File: config.mk
export PLATFORM = sky130hd
export DESIGN_NAME = alu_seq_flat
export DESIGN_NICKNAME = d
export VERILOG_FILES = /design/src/rtl/alu_seq_if.sv /design/src/rtl/alu_seq.sv /design/src/flat_wrapper.sv
export SDC_FILE = /design/constraint.sdc
export NUM_CORES = 1
export LEC_CHECK = 0
export ABC_AREA = 0
export BUFFER_PORTS_ARGS = -buffer_cell sky130_fd_sc_hd__buf_4
export CAP_MARGIN = 25
export CORE_MARGIN = 2
export CORE_UTILIZATION = 61
export DETAILED_ROUTE_END_ITERATION = 12
export GPL_TIMING_DRIVEN = 0
export HOLD_SLACK_MARGIN = 0.15
export PLACE_DENSITY = 0.78
export SLEW_MARGIN = 20
export SYNTH_ARGS = -nofsm -noshare
export SYNTH_HDL_FRONTEND = slang
export SYNTH_SLANG_ARGS = --single-unit
File: constraint.sdc
create_clock -name clk -period 3.45 [get_ports clk]
set_input_delay 0 -clock clk [delete_from_list [all_inputs] [get_ports clk]]
set_output_delay 0 -clock clk [all_outputs]
set_load 0.05 [all_outputs]
File: src/rtl/alu_seq_if.sv
// Operand/op offer and result return bundle for alu_seq; valid/ready on both sides.
// The master modport is the issuing controller, the slave modport is the ALU.
interface alu_seq_if #(
    parameter int WIDTH = 8
);
    logic             in_valid;
    logic             in_ready;
    logic [WIDTH-1:0] a;
    logic [WIDTH-1:0] b;
    logic [3:0]       alu_sel;
    logic             out_valid;
    logic             out_ready;
    logic [WIDTH-1:0] result;
    logic [WIDTH-1:0] result_hi;
    logic             carry_out;
    logic             zero;
    logic             div_zero;

    modport master (
        output in_valid, a, b, alu_sel, out_ready,
        input  in_ready, out_valid, result, result_hi, carry_out, zero, div_zero
    );

    modport slave (
        input  in_valid, a, b, alu_sel, out_ready,
        output in_ready, out_valid, result, result_hi, carry_out, zero, div_zero
    );
endinterface

File: src/rtl/alu_seq.sv
// Handshaked 16-op ALU with registered operands/results; 1 cycle latency, WIDTH+1 for MUL/DIV (shift-add / restoring).
// One op in flight: in_ready only in IDLE, result held in DONE until out_ready.
module alu_seq #(
    parameter int WIDTH = 8
) (
    input  logic     clk,
    input  logic     rst,
    alu_seq_if.slave bus
);
    localparam int CNT_W = $clog2(WIDTH) + 1;

    localparam logic [2:0] ST_IDLE = 3'd0;
    localparam logic [2:0] ST_EXEC = 3'd1;
    localparam logic [2:0] ST_MUL  = 3'd2;
    localparam logic [2:0] ST_DIV  = 3'd3;
    localparam logic [2:0] ST_DONE = 3'd4;

    localparam logic [3:0] OP_ADD  = 4'b0000;
    localparam logic [3:0] OP_SUB  = 4'b0001;
    localparam logic [3:0] OP_MUL  = 4'b0010;
    localparam logic [3:0] OP_DIV  = 4'b0011;
    localparam logic [3:0] OP_SHL  = 4'b0100;
    localparam logic [3:0] OP_SHR  = 4'b0101;
    localparam logic [3:0] OP_ROTL = 4'b0110;
    localparam logic [3:0] OP_ROTR = 4'b0111;
    localparam logic [3:0] OP_AND  = 4'b1000;
    localparam logic [3:0] OP_OR   = 4'b1001;
    localparam logic [3:0] OP_XOR  = 4'b1010;
    localparam logic [3:0] OP_NOR  = 4'b1011;
    localparam logic [3:0] OP_NAND = 4'b1100;
    localparam logic [3:0] OP_XNOR = 4'b1101;
    localparam logic [3:0] OP_GT   = 4'b1110;
    localparam logic [3:0] OP_EQ   = 4'b1111;

    logic [2:0]       state_q, state_d;
    logic [CNT_W-1:0] cnt_q, cnt_d;
    logic [WIDTH-1:0] opa_q, opa_d;
    logic [WIDTH-1:0] opb_q, opb_d;
    logic [3:0]       op_q, op_d;
    logic [WIDTH-1:0] acc_hi_q, acc_hi_d;
    logic [WIDTH-1:0] acc_lo_q, acc_lo_d;
    logic [WIDTH-1:0] result_q, result_d;
    logic [WIDTH-1:0] result_hi_q, result_hi_d;
    logic             carry_q, carry_d;
    logic             zero_q, zero_d;
    logic             div_zero_q, div_zero_d;

    logic [WIDTH:0]   add_full, sub_full;
    logic [WIDTH-1:0] exec_res, exec_hi;
    logic             exec_carry, exec_dz;
    logic [WIDTH:0]   mul_sum;
    logic [WIDTH:0]   div_sh, div_diff;
    logic             div_ge;

    // Single-cycle datapath; DIV only reaches EXEC when b==0.
    always_comb begin
        add_full   = {1'b0, opa_q} + {1'b0, opb_q};
        sub_full   = {1'b0, opa_q} - {1'b0, opb_q};
        exec_res   = '0;
        exec_hi    = '0;
        exec_carry = 1'b0;
        exec_dz    = 1'b0;
        case (op_q)
            OP_ADD:  begin exec_res = add_full[WIDTH-1:0]; exec_carry = add_full[WIDTH]; end
            OP_SUB:  begin exec_res = sub_full[WIDTH-1:0]; exec_carry = sub_full[WIDTH]; end
            OP_DIV:  begin exec_res = '1; exec_hi = opa_q; exec_dz = 1'b1; end
            OP_SHL:  exec_res = {opa_q[WIDTH-2:0], 1'b0};
            OP_SHR:  exec_res = {1'b0, opa_q[WIDTH-1:1]};
            OP_ROTL: exec_res = {opa_q[WIDTH-2:0], opa_q[WIDTH-1]};
            OP_ROTR: exec_res = {opa_q[0], opa_q[WIDTH-1:1]};
            OP_AND:  exec_res = opa_q & opb_q;
            OP_OR:   exec_res = opa_q | opb_q;
            OP_XOR:  exec_res = opa_q ^ opb_q;
            OP_NOR:  exec_res = ~(opa_q | opb_q);
            OP_NAND: exec_res = ~(opa_q & opb_q);
            OP_XNOR: exec_res = ~(opa_q ^ opb_q);
            OP_GT:   exec_res = {{(WIDTH-1){1'b0}}, (opa_q > opb_q)};
            OP_EQ:   exec_res = {{(WIDTH-1){1'b0}}, (opa_q == opb_q)};
            default: ;
        endcase
    end

    // Iteration steps. MUL keeps {acc_hi, acc_lo} as partial product / multiplier;
    // DIV keeps acc_hi as remainder and shifts quotient bits into acc_lo.
    // The remainder stays below b, so the top bit of div_diff is the restore flag.
    always_comb begin
        mul_sum  = {1'b0, acc_hi_q} + (acc_lo_q[0] ? {1'b0, opb_q} : '0);
        div_sh   = {acc_hi_q, acc_lo_q[WIDTH-1]};
        div_diff = div_sh - {1'b0, opb_q};
        div_ge   = ~div_diff[WIDTH];
    end

    always_comb begin
        state_d     = state_q;
        cnt_d       = cnt_q;
        opa_d       = opa_q;
        opb_d       = opb_q;
        op_d        = op_q;
        acc_hi_d    = acc_hi_q;
        acc_lo_d    = acc_lo_q;
        result_d    = result_q;
        result_hi_d = result_hi_q;
        carry_d     = carry_q;
        zero_d      = zero_q;
        div_zero_d  = div_zero_q;
        case (state_q)
            ST_IDLE: begin
                if (bus.in_valid) begin
                    opa_d    = bus.a;
                    opb_d    = bus.b;
                    op_d     = bus.alu_sel;
                    cnt_d    = '0;
                    acc_hi_d = '0;
                    acc_lo_d = bus.a;
                    if (bus.alu_sel == OP_MUL)
                        state_d = ST_MUL;
                    else if (bus.alu_sel == OP_DIV && bus.b != '0)
                        state_d = ST_DIV;
                    else
                        state_d = ST_EXEC;
                end
            end
            ST_EXEC: begin
                result_d    = exec_res;
                result_hi_d = exec_hi;
                carry_d     = exec_carry;
                zero_d      = (exec_res == '0);
                div_zero_d  = exec_dz;
                state_d     = ST_DONE;
            end
            ST_MUL, ST_DIV: begin
                if (cnt_q == CNT_W'(WIDTH)) begin
                    result_d    = acc_lo_q;
                    result_hi_d = acc_hi_q;
                    carry_d     = 1'b0;
                    zero_d      = (acc_lo_q == '0);
                    div_zero_d  = 1'b0;
                    state_d     = ST_DONE;
                end else begin
                    cnt_d = cnt_q + CNT_W'(1);
                    if (state_q == ST_MUL) begin
                        acc_hi_d = mul_sum[WIDTH:1];
                        acc_lo_d = {mul_sum[0], acc_lo_q[WIDTH-1:1]};
                    end else begin
                        acc_hi_d = div_ge ? div_diff[WIDTH-1:0] : div_sh[WIDTH-1:0];
                        acc_lo_d = {acc_lo_q[WIDTH-2:0], div_ge};
                    end
                end
            end
            ST_DONE: begin
                if (bus.out_ready)
                    state_d = ST_IDLE;
            end
            default: state_d = ST_IDLE;
        endcase
    end

    always_ff @(posedge clk) begin
        if (rst) begin
            state_q     <= ST_IDLE;
            cnt_q       <= '0;
            opa_q       <= '0;
            opb_q       <= '0;
            op_q        <= '0;
            acc_hi_q    <= '0;
            acc_lo_q    <= '0;
            result_q    <= '0;
            result_hi_q <= '0;
            carry_q     <= 1'b0;
            zero_q      <= 1'b0;
            div_zero_q  <= 1'b0;
        end else begin
            state_q     <= state_d;
            cnt_q       <= cnt_d;
            opa_q       <= opa_d;
            opb_q       <= opb_d;
            op_q        <= op_d;
            acc_hi_q    <= acc_hi_d;
            acc_lo_q    <= acc_lo_d;
            result_q    <= result_d;
            result_hi_q <= result_hi_d;
            carry_q     <= carry_d;
            zero_q      <= zero_d;
            div_zero_q  <= div_zero_d;
        end
    end

    assign bus.in_ready  = (state_q == ST_IDLE);
    assign bus.out_valid = (state_q == ST_DONE);
    assign bus.result    = result_q;
    assign bus.result_hi = result_hi_q;
    assign bus.carry_out = carry_q;
    assign bus.zero      = zero_q;
    assign bus.div_zero  = div_zero_q;
endmodule

File: src/flat_wrapper.sv
// flat-port wrapper written by rule: the top's interface ports become plain ports
module alu_seq_flat 
#(
    parameter int WIDTH = 8
)
  (clk, rst, bus_in_valid, bus_a, bus_b, bus_alu_sel, bus_out_ready, bus_in_ready, bus_out_valid, bus_result, bus_result_hi, bus_carry_out, bus_zero, bus_div_zero);
  alu_seq_if #(.WIDTH(WIDTH)) bus_i ();
  input  logic clk;
  input  logic rst;
  input wire logic [$bits(bus_i.in_valid)-1:0] bus_in_valid;
  input wire logic [$bits(bus_i.a)-1:0] bus_a;
  input wire logic [$bits(bus_i.b)-1:0] bus_b;
  input wire logic [$bits(bus_i.alu_sel)-1:0] bus_alu_sel;
  input wire logic [$bits(bus_i.out_ready)-1:0] bus_out_ready;
  output wire logic [$bits(bus_i.in_ready)-1:0] bus_in_ready;
  output wire logic [$bits(bus_i.out_valid)-1:0] bus_out_valid;
  output wire logic [$bits(bus_i.result)-1:0] bus_result;
  output wire logic [$bits(bus_i.result_hi)-1:0] bus_result_hi;
  output wire logic [$bits(bus_i.carry_out)-1:0] bus_carry_out;
  output wire logic [$bits(bus_i.zero)-1:0] bus_zero;
  output wire logic [$bits(bus_i.div_zero)-1:0] bus_div_zero;
  assign bus_i.in_valid = bus_in_valid;
  assign bus_i.a = bus_a;
  assign bus_i.b = bus_b;
  assign bus_i.alu_sel = bus_alu_sel;
  assign bus_i.out_ready = bus_out_ready;
  assign bus_in_ready = bus_i.in_ready;
  assign bus_out_valid = bus_i.out_valid;
  assign bus_result = bus_i.result;
  assign bus_result_hi = bus_i.result_hi;
  assign bus_carry_out = bus_i.carry_out;
  assign bus_zero = bus_i.zero;
  assign bus_div_zero = bus_i.div_zero;
  alu_seq #(.WIDTH(WIDTH)) u_core (.clk(clk), .rst(rst), .bus(bus_i));
endmodule
==> flow_metrics.py, run 1 <==
metrics = {
    "detailed_routing": {
        "detail-route-antenna-nets": 0,
        "drtIter0Drc": 533,
        "wl_um": 18100,
        "vias_per_cell": 6.65,
        "route.vias.total": 5755,
        "wl_per_cell_um": 20.9,
        "first_pass_iters": 5,
        "drc_errors": 0,
    },
    "sta": {
        "layout_min_cycle_time_ns": 3.12,
        "fmax_mhz": 321,
        "holdWs_ns": 0.229,
        "fin_crit_sh_pct": 90.4,
        "slew_violations": 0,
        "clock_skew_ns": 0.00971,
        "grt_setup_unrepaired": "false",
        "setup_viol": 0,
        "slew_headroom_pct": 49.6,
        "hold_viol": 0,
        "setup_tns_ns": 0,
        "worst_slew_pin_slew_ns": 0.749,
    },
    "finish": {
        "diodes": 0,
        "area_growth_syn_to_layout_pct": 16.2,
        "fill_cells": 649,
        "layout.nets": 825,
        "drive_above_1_share_pct": 13.0,
    },
    "clocking": {
        "cts_resized": 0,
        "clk-insertion-delay-late_ns": 0.36,
        "cts_buffers": 9,
        "cts.path.max_buffers": 2,
        "cts-root-buf": "clkbuf_8",
        "clk_pin_slew_worst_paths_ns": 0.09,
        "htree_levels": 3,
        "clkSinkCount": 62,
        "tritoncts": "done",
    },
    "critical_path": {
        "cp_max_fo": 10,
        "critPathMostFrequentCell": "inv_1",
        "arrival_ns": 3.38,
        "critPathLaunchType": "register",
        "critPathRequiredTime_ns": 3.72,
        "cp_slowest_cell": "fa_1",
        "worst-path-buf-inv": 3,
        "path_depth": 11,
        "crit_type": "register to register",
        "end_kind": "register",
        "r2r_cells": 11,
        "critical_path.top_delay_family": "compound AO/OA/AOI/OAI gates",
        "max_stage_delay_ns": 0.46,
        "path_cells": "inv_1 -> ha_1 -> inv_1 -> fa_1 -> a21oi_1 -> o211ai_1 -> o41ai_1 -> xnor2_1 -> buf_2 -> mux2i_1 -> a221oi_1",
    },
    "pwr": {
        "peakVddDrop_v": 0.000246,
        "switching_share_pct": 41.1,
        "p_sw_w": 0.000940,
        "p_int_w": 0.00135,
        "seqPwrFrac_pct": 35.8,
        "p_per_area_nw_per_um2": 378,
        "combinationalPowerShare_pct": 36.7,
        "leakage_nw": 2.40,
        "clkPwrFrac_pct": 27.6,
    },
    "logic_synthesis": {
        "synthFlopType": "dfxtp_1",
        "synth.most_common_cell": "nand2_1",
        "yosysSeqAreaShare_pct": 23.8,
        "synth-warning-count": 0,
        "synth_area_um2": 5210,
        "synth_cells": 680,
        "synthArstFlopShare_pct": 0,
        "synth_largest_area_cell": "dfxtp_1",
        "ys_ff_latch": 62,
        "avgSynthCellArea_um2": 7.66,
        "synth_cell_types": 73,
        "synth_edf_count": 0,
        "synth_top_area_share_pct": 23.8,
        "synth_top_cells_by_area": "dfxtp_1 (24%), ha_1 (10%), a21oi_1 (5.6%)",
        "synth_fp_nets": 750,
        "synthTopCellsByCount": "nand2_1 (76), dfxtp_1 (62), nor2_1 (62), a21oi_1 (58), ha_1 (42)",
    },
    "grt": {
        "antenna_found_initial": 0,
        "overflow": 0,
        "grt_pass1_vias": 5451,
        "gr-usage-all-layers_pct": 40.1,
        "grt_pass1_wl_um": 28100,
        "grt_max_degree": 14,
    },
    "floorplanning": {
        "start_util_pct": 63.1,
        "fp.dieW_um": 96.4,
        "io_pins": 45,
        "core_area_um2": 8260,
        "dieArea_um2": 9300,
        "rows": 33,
        "die_y_um": 96.4,
    },
    "placed_design": {
        "dpl.hpwl_um": 13400,
        "gp_congestion": 1.03,
        "port_buffers": 43,
    },
    "worst_hold_path": {
        "hold_path_depth": 5,
        "hold_path_class": "input port to register",
    },
    "status": {
        "status": "finished, final reports clean",
    },
    "run": {
        "drv_cap": 0,
    },
}
-- state kept, by name, summed over array words and instances, names as in the netlist --
name,cells
u_core.opb_q,8
u_core.cnt_q,4
u_core.bus.div_zero,1
u_core.bus.carry_out,1
u_core.bus.result_hi,8
u_core.bus.result,8
u_core.op_q,4
u_core.opa_q,8
u_core.bus.zero,1
u_core.state_q,3
u_core.acc_lo_q,8
u_core.acc_hi_q,8
-- worst reg2reg max path: stages, from the launching register on --
cell and delay [ns]:
dfxtp_1 0.41, inv_1 0.23, ha_1 0.21, inv_1 0.07, fa_1 0.46, a21oi_1 0.22, o211ai_1 0.16, o41ai_1 0.34
xnor2_1 0.23, buf_2 0.33, mux2i_1 0.12, a221oi_1 0.26
-- worst paths after layout --
path / startpoint / end / slack, ns
worst max-delay path: u_core.acc_lo_q[7] / u_core.acc_lo_q[0] / 0.33
worst min-delay path: bus_in_valid / u_core.opa_q[4] / 0.23
worst max register to register: u_core.acc_lo_q[7] / u_core.acc_lo_q[0] / 0.33
worst min register to register: u_core.bus.result[7] / u_core.bus.result[7] / 0.46
-- final cells by class --
cell class	instances	area [µm²]	share of cell area (%)
multi-input combinational	544	3630	59.9
sequential	62	1240	20.5
timing repair buffer	64	533	8.80
buffer	46	235	3.88
tap	105	131	2.17
clock buffer	9	124	2.05
inverter	28	105	1.74
clock inverter	7	56.3	0.930
-- layout by cell type (no fill, tap or decap), types with 4 or more instances in the layout --
cell,count
dfxtp_1,62
buf_1,4
xor2_1,8
nor2_1,62
o31ai_1,4
o21ai_0,26
and2_1,9
clkbuf_1,19
fa_1,4
ha_1,42
a22oi_1,10
a21o_1,7
nor3b_1,6
buf_4,49
o22ai_1,7
clkbuf_8,9
a221oi_1,11
or3_1,5
xnor2_1,16
nand4_1,6
nor2b_1,14
o21bai_1,6
nand2_1,76
a211oi_1,14
dlygate4sd3_1,21
nand3_1,8
buf_2,14
inv_1,28
nor4_1,4
nand3b_1,5
o21a_1,5
o211ai_1,7
mux2i_1,19
nor3_1,31
nand2b_1,13
a21oi_1,58
-- logic make-up after synthesis --
| family | after synthesis | share of synthesized area, % |
|---|---|---|
| simple gates | 259 | 24.8 |
| buf+inv | 74 | 6.53 |
| compound gates | 194 | 25.1 |
| xor+xnor | 24 | 4.03 |
| flops | 62 | 23.8 |
| mux | 21 | 4.08 |
| fa+ha+maj | 46 | 11.6 |
-- power groups by stage --
stage                     sequential, W  combinational (W)  clock [W]
final                          0.000817           0.000838   0.000631
after global routing           0.000819           0.000901   0.000644
after CTS                      0.000812           0.000812   0.000619
after detailed placement       0.000829           0.000786          0
after global placement         0.000827           0.000776          0
after floorplan                0.000855           0.000527          0
-- timing repair --
action | 4_1_cts | 5_1_grt
buffers inserted | 0 | 0
setup endpoints to repair | 0 | 0
hold endpoints to repair | 29 | 0
hold buffers | 21 | 0
-- per-stage QoR --
stage,worst slack [ns],instances,util [%],cell area [µm²],power (W)
final,0.333,865,73.3,6060,0.00229
after global routing,0.161,865,73.3,6060,0.00236
after CTS,0.403,865,73.3,6060,0.00224
after detailed placement,0.418,828,68.6,5670,0.00162
after global placement,0.522,828,68.6,5670,0.00160
after floorplan,0.880,680,-,5210,0.00138
-- metal layers --
| layer | global-route usage [%] | up-vias | routed length, µm |
|---|---|---|---|
| met3 | 8.77 | 79 | 1920 |
| met4 | 19.1 | 0 | 832 |
| met5 | 0 | - | 0 |
| met1 | 50.8 | 2667 | 7280 |
| li1 | - | 2604 | - |
| met2 | 64.7 | 405 | 8030 |
Power figures use the tool's default switching activity.
==> run 2, diff against run 1 <==
--- a/config.mk
+++ b/config.mk
@@ -9,11 +9,12 @@
 export BUFFER_PORTS_ARGS = -buffer_cell sky130_fd_sc_hd__buf_4
 export CAP_MARGIN = 25
 export CORE_MARGIN = 2
-export CORE_UTILIZATION = 61
+export CORE_UTILIZATION = 63
+export CTS_BUF_LIST = sky130_fd_sc_hd__clkbuf_8
 export DETAILED_ROUTE_END_ITERATION = 12
 export GPL_TIMING_DRIVEN = 0
 export HOLD_SLACK_MARGIN = 0.15
-export PLACE_DENSITY = 0.78
+export PLACE_DENSITY = 0.81
 export SLEW_MARGIN = 20
 export SYNTH_ARGS = -nofsm -noshare
 export SYNTH_HDL_FRONTEND = slang
==> flow_metrics.py, run 2 (same netlist as run 1, synthesis figures left out) <==
metrics = {
    "finish": {
        "final_cell_mix": "nand2_1 (76), nor2_1 (62), dfxtp_1 (62)",
        "final_area_um2": 6060,
        "drive_above_1_share_pct": 12.9,
        "final_common_cell": "nand2_1",
        "area_growth_syn_to_layout_pct": 16.3,
        "layout.nets": 825,
        "diodes": 0,
        "fill_cells": 590,
    },
    "clocking": {
        "clk_pin_slew_worst_paths_ns": 0.08,
        "cts.path.max_buffers": 2,
        "clkSinkCount": 62,
        "tritoncts": "done",
        "htree_levels": 3,
        "cts-root-buf": "clkbuf_8",
        "post_cts_buffers": 0,
        "clk-insertion-delay-late_ns": 0.35,
        "cts_buffers": 9,
    },
    "sta": {
        "setup_viol": 0,
        "setup_tns_ns": 0,
        "worst_slew_pin_slew_ns": 0.820,
        "slew_violations": 0,
        "grt_setup_unrepaired": "false",
        "slew_headroom_pct": 44.7,
        "layout_min_cycle_time_ns": 3.23,
        "fin_crit_sh_pct": 93.6,
        "fmax_mhz": 310,
        "clock_skew_ns": 0.0149,
        "hold_viol": 0,
    },
    "floorplanning": {
        "dieArea_um2": 9020,
        "rows": 33,
        "io_pins": 45,
        "die_y_um": 95.0,
        "start_util_pct": 64.1,
        "core_area_um2": 8130,
        "fp.dieW_um": 95.0,
    },
    "critical_path": {
        "end_kind": "register",
        "cp_slowest_cell": "dfxtp_1",
        "critPathRequiredTime_ns": 3.71,
        "max_stage_delay_ns": 0.65,
        "crit_type": "register to register",
        "critPathLaunchType": "register",
        "path_cells": "inv_1 -> ha_1 -> o21bai_1 -> a21oi_1 -> o21ai_0 -> a221o_1 -> a211oi_1 -> nand4_1 -> o32ai_2",
        "arrival_ns": 3.49,
        "cp_max_fo": 8,
    },
    "pwr": {
        "switching_share_pct": 40.3,
        "leakage_nw": 2.41,
        "combinationalPowerShare_pct": 37.7,
        "p_int_w": 0.00136,
        "seqPwrFrac_pct": 35.9,
        "p_sw_w": 0.000918,
        "peakVddDrop_v": 0.000281,
        "clkPwrFrac_pct": 26.4,
        "p_per_area_nw_per_um2": 375,
    },
    "status": {
        "status": "finished, final reports clean",
    },
    "detailed_routing": {
        "first_pass_iters": 7,
        "wl_um": 18600,
        "drtIter0Drc": 673,
        "route.vias.total": 5905,
        "vias_per_cell": 6.83,
        "detail-route-antenna-nets": 0,
        "wl_per_cell_um": 21.5,
        "drc_errors": 0,
    },
    "grt": {
        "antenna_found_initial": 0,
        "grt_pass1_vias": 5514,
        "grt_pass1_wl_um": 28800,
        "overflow": 0,
        "gr-usage-all-layers_pct": 42.0,
        "grt_max_degree": 12,
    },
    "placed_design": {
        "dpl-instance-area_um2": 5670,
        "port_buffers": 43,
        "gp_congestion": 1.04,
        "dpl.hpwl_um": 13600,
    },
    "worst_hold_path": {
        "hold_path_class": "input port to register",
    },
    "run": {
        "drv_cap": 0,
    },
}
## run 2: layout make-up
type	count	area [µm²]	area share (%)
Sequential cell	62	1240	20.5
Inverter	28	105	1.73
Tap cell	105	131	2.17
Clock inverter	6	40.0	0.661
Buffer	46	235	3.88
Multi-Input combinational cell	544	3640	60.0
Clock buffer	10	138	2.27
Timing Repair Buffer	64	533	8.79
## run 2: metal layers
| metal | wire length, µm | global-route usage (%) |
|---|---|---|
| met5 | 0 | 0 |
| met1 | 6750 | 51.5 |
| met3 | 2250 | 9.42 |
| met4 | 1170 | 22.7 |
| met2 | 8420 | 68.3 |
## run 2: power by group through the flow
stage          Sequential (W)  Clock [W]  Combinational, W
5_1_grt              0.000821   0.000609          0.000909
2_1_floorplan        0.000855          0          0.000527
6_report             0.000818   0.000601          0.000857
3_3_place_gp         0.000827          0          0.000778
4_1_cts              0.000812   0.000586          0.000822
3_5_place_dp         0.000829          0          0.000794
## run 2: metrics by stage
| stage | hold slack [ns] | util (%) | worst slack [ns] | power (W) | cells |
|---|---|---|---|---|---|
| 6_report | 0.232 | 74.5 | 0.219 | 0.00228 | 865 |
| 2_1_floorplan | 0.136 | - | 0.880 | 0.00138 | 680 |
| 3_5_place_dp | 0.265 | 69.7 | 0.371 | 0.00162 | 828 |
| 4_1_cts | 0.220 | 74.4 | 0.219 | 0.00222 | 865 |
| 3_3_place_gp | 0.258 | 69.7 | 0.460 | 0.00160 | 828 |
| 5_1_grt | 0.244 | 74.5 | 0.0848 | 0.00234 | 865 |
## run 2: worst paths after layout
kind	cells after the start	slack, ns	from	end
setup / recovery	9	0.22	u_core.opa_q[1]	u_core.bus.zero
hold / removal	5	0.23	bus_in_valid	u_core.opa_q[5]
setup reg to reg	9	0.22	u_core.opa_q[1]	u_core.bus.zero
hold reg to reg	2	0.46	u_core.bus.result[2]	u_core.bus.result[2]
## run 2: timing repair
| action | in CTS | in global routing |
|---|---|---|
| hold endpoints to repair | 30 | 0 |
| hold buffers | 21 | 0 |
| setup endpoints to repair | 0 | 2 |
| gates resized for setup | 0 | 1 |
## run 2: critical path, delay by kind of cell (launching register included)
family          cells  cell delay, ns
fa+ha+maj           1            0.38
compound gates      6            1.72
buf+inv             1            0.16
simple gates        1            0.21
flops               1            0.65
==> run 3, diff against run 2 <==
--- a/config.mk
+++ b/config.mk
@@ -6,7 +6,7 @@
 export NUM_CORES = 1
 export LEC_CHECK = 0
 export ABC_AREA = 0
-export BUFFER_PORTS_ARGS = -buffer_cell sky130_fd_sc_hd__buf_4
+export BUFFER_PORTS_ARGS = -buffer_cell sky130_fd_sc_hd__clkbuf_2
 export CAP_MARGIN = 25
 export CORE_MARGIN = 2
 export CORE_UTILIZATION = 63
@@ -15,7 +15,7 @@
 export GPL_TIMING_DRIVEN = 0
 export HOLD_SLACK_MARGIN = 0.15
 export PLACE_DENSITY = 0.81
-export SLEW_MARGIN = 20
+export SLEW_MARGIN = 10
 export SYNTH_ARGS = -nofsm -noshare
 export SYNTH_HDL_FRONTEND = slang
 export SYNTH_SLANG_ARGS = --single-unit
==> flow_metrics.py, run 3 (same netlist as run 1, synthesis figures left out) <==
metrics = {
    "status": {
        "status": "finished, final reports clean",
    },
    "finish": {
        "area_growth_syn_to_layout_pct": 14.2,
        "diodes": 0,
        "layout.nets": 825,
        "final_area_um2": 5950,
        "drive_above_1_share_pct": 13.0,
        "multi_input_area_um2": 3630,
        "final_cell_mix": "nand2_1 (76), nor2_1 (62), dfxtp_1 (62)",
        "fill_cells": 631,
        "layout.area.seq_um2": 1240,
        "final_common_cell": "nand2_1",
    },
    "grt": {
        "grt_pass1_vias": 5382,
        "grt_pass1_wl_um": 28200,
        "overflow": 0,
        "gr-usage-all-layers_pct": 41.0,
        "antenna_found_initial": 0,
        "grt_max_degree": 13,
    },
    "sta": {
        "layout_min_cycle_time_ns": 3.23,
        "grt_setup_unrepaired": "false",
        "slew_violations": 0,
        "setup_tns_ns": 0,
        "fin_crit_sh_pct": 93.6,
        "hold_viol": 0,
        "clock_skew_ns": 0.0169,
        "fmax_mhz": 310,
        "worst_slew_pin_slew_ns": 0.737,
        "setup_viol": 0,
        "slew_headroom_pct": 50.5,
    },
    "detailed_routing": {
        "vias_per_cell": 6.68,
        "met1_length_um": 6910,
        "route.met3.wl_um": 1800,
        "wl_per_cell_um": 20.8,
        "drc_errors": 0,
        "route.vias.total": 5774,
        "wl_met2_um": 8370,
        "detail-route-antenna-nets": 0,
        "highest_layer": "met4",
        "first_pass_iters": 6,
        "drtIter0Drc": 593,
        "wl_um": 18000,
    },
    "clocking": {
        "clk_pin_slew_worst_paths_ns": 0.08,
        "cts_buffers": 9,
        "cts-root-buf": "clkbuf_8",
        "clkSinkCount": 62,
        "tritoncts": "done",
        "cts.path.max_buffers": 2,
        "cts_resized": 0,
        "htree_levels": 3,
        "hold_buffers": 21,
        "clk-insertion-delay-late_ns": 0.35,
        "post_cts_buffers": 0,
    },
    "worst_hold_path": {
        "hold_path_class": "input port to register",
        "min-delay-start": "bus_in_valid",
    },
    "floorplanning": {
        "fp.dieW_um": 95.0,
        "io_pins": 45,
        "start_util_pct": 64.1,
        "dieArea_um2": 9020,
        "die_y_um": 95.0,
        "rows": 33,
        "core_area_um2": 8130,
    },
    "placed_design": {
        "gp_congestion": 1.05,
        "dpl.hpwl_um": 13500,
        "port_buffers": 43,
        "dpl-instance-area_um2": 5560,
    },
    "pwr": {
        "p_per_area_nw_per_um2": 379,
        "peakVddDrop_v": 0.000291,
        "leakage_nw": 2.38,
        "power_w": 0.00226,
    },
    "run": {
        "drv_cap": 0,
    },
    "critical_path": {
        "critPathRequiredTime_ns": 3.68,
        "crit_start": "u_core.acc_lo_q[7]",
        "crit_type": "register to register",
        "end_kind": "register",
        "critPathLaunchType": "register",
        "timing.rr.start": "u_core.acc_lo_q[7]",
        "cp_max_fo": 10,
        "arrival_ns": 3.46,
    },
}
run 3: changes by cell type in the layout (fill, tap and decap cells not counted):
cell | before | now
inv_6 | 0 | 2
o41ai_2 | 2 | 1
buf_4 | 49 | 6
clkinv_2 | 0 | 2
clkbuf_2 | 0 | 43
inv_1 | 30 | 28
clkinvlp_4 | 2 | 0
o41ai_1 | 1 | 2
run 3: worst paths after layout:
kind	end	slack (ns)	depth (start not counted)
worst max-delay path	u_core.acc_lo_q[0]	0.22	11
worst min-delay path	u_core.opa_q[5]	0.19	5
worst max register to register	u_core.acc_lo_q[0]	0.22	11
worst min register to register	u_core.bus.div_zero	0.46	2
run 3: layout make-up:
type / count / share of cell area [%]
repair buffers: 64 / 7.15
clock inverters: 6 / 0.757
well taps: 105 / 2.21
multi-input cells: 544 / 61.0
flip-flops and latches: 62 / 20.9
clock buffers: 10 / 2.31
plain buffers: 46 / 3.95
inverters: 28 / 1.77
run 3: worst max-delay path, cell delays in order, from the launching register on:
cell and delay [ns]:
dfxtp_1 0.40, inv_1 0.21, ha_1 0.22, inv_1 0.08, fa_1 0.47, a21oi_1 0.22
o211ai_1 0.18, o41ai_1 0.37, xnor2_1 0.24, buf_2 0.34, mux2i_1 0.12, a221oi_1 0.27
run 3: per-stage QoR:
step / instances / util, % / worst slack (ns) / hold slack [ns]
6_report: 865 / 73.2 / 0.222 / 0.195
2_1_floorplan: 680 / - / 0.880 / 0.136
3_5_place_dp: 828 / 68.3 / 0.301 / 0.242
4_1_cts: 865 / 73.2 / 0.252 / 0.190
5_1_grt: 865 / 73.2 / 0.0277 / 0.246
3_3_place_gp: 828 / 68.3 / 0.478 / 0.237
run 3: power by group:
part	internal, W	leakage (nW)	switching (W)	total [W]
clock	0.000286	0.0970	0.000331	0.000617
sequential	0.000757	0.506	0.0000608	0.000818
combinational	0.000304	1.78	0.000518	0.000822
run 3: per-layer routing:
layer | up-vias | track usage (%)
met4 | 0 | 19.2
met5 | - | 0
met1 | 2695 | 51.7
li1 | 2606 | -
met2 | 375 | 68.2
met3 | 98 | 6.54
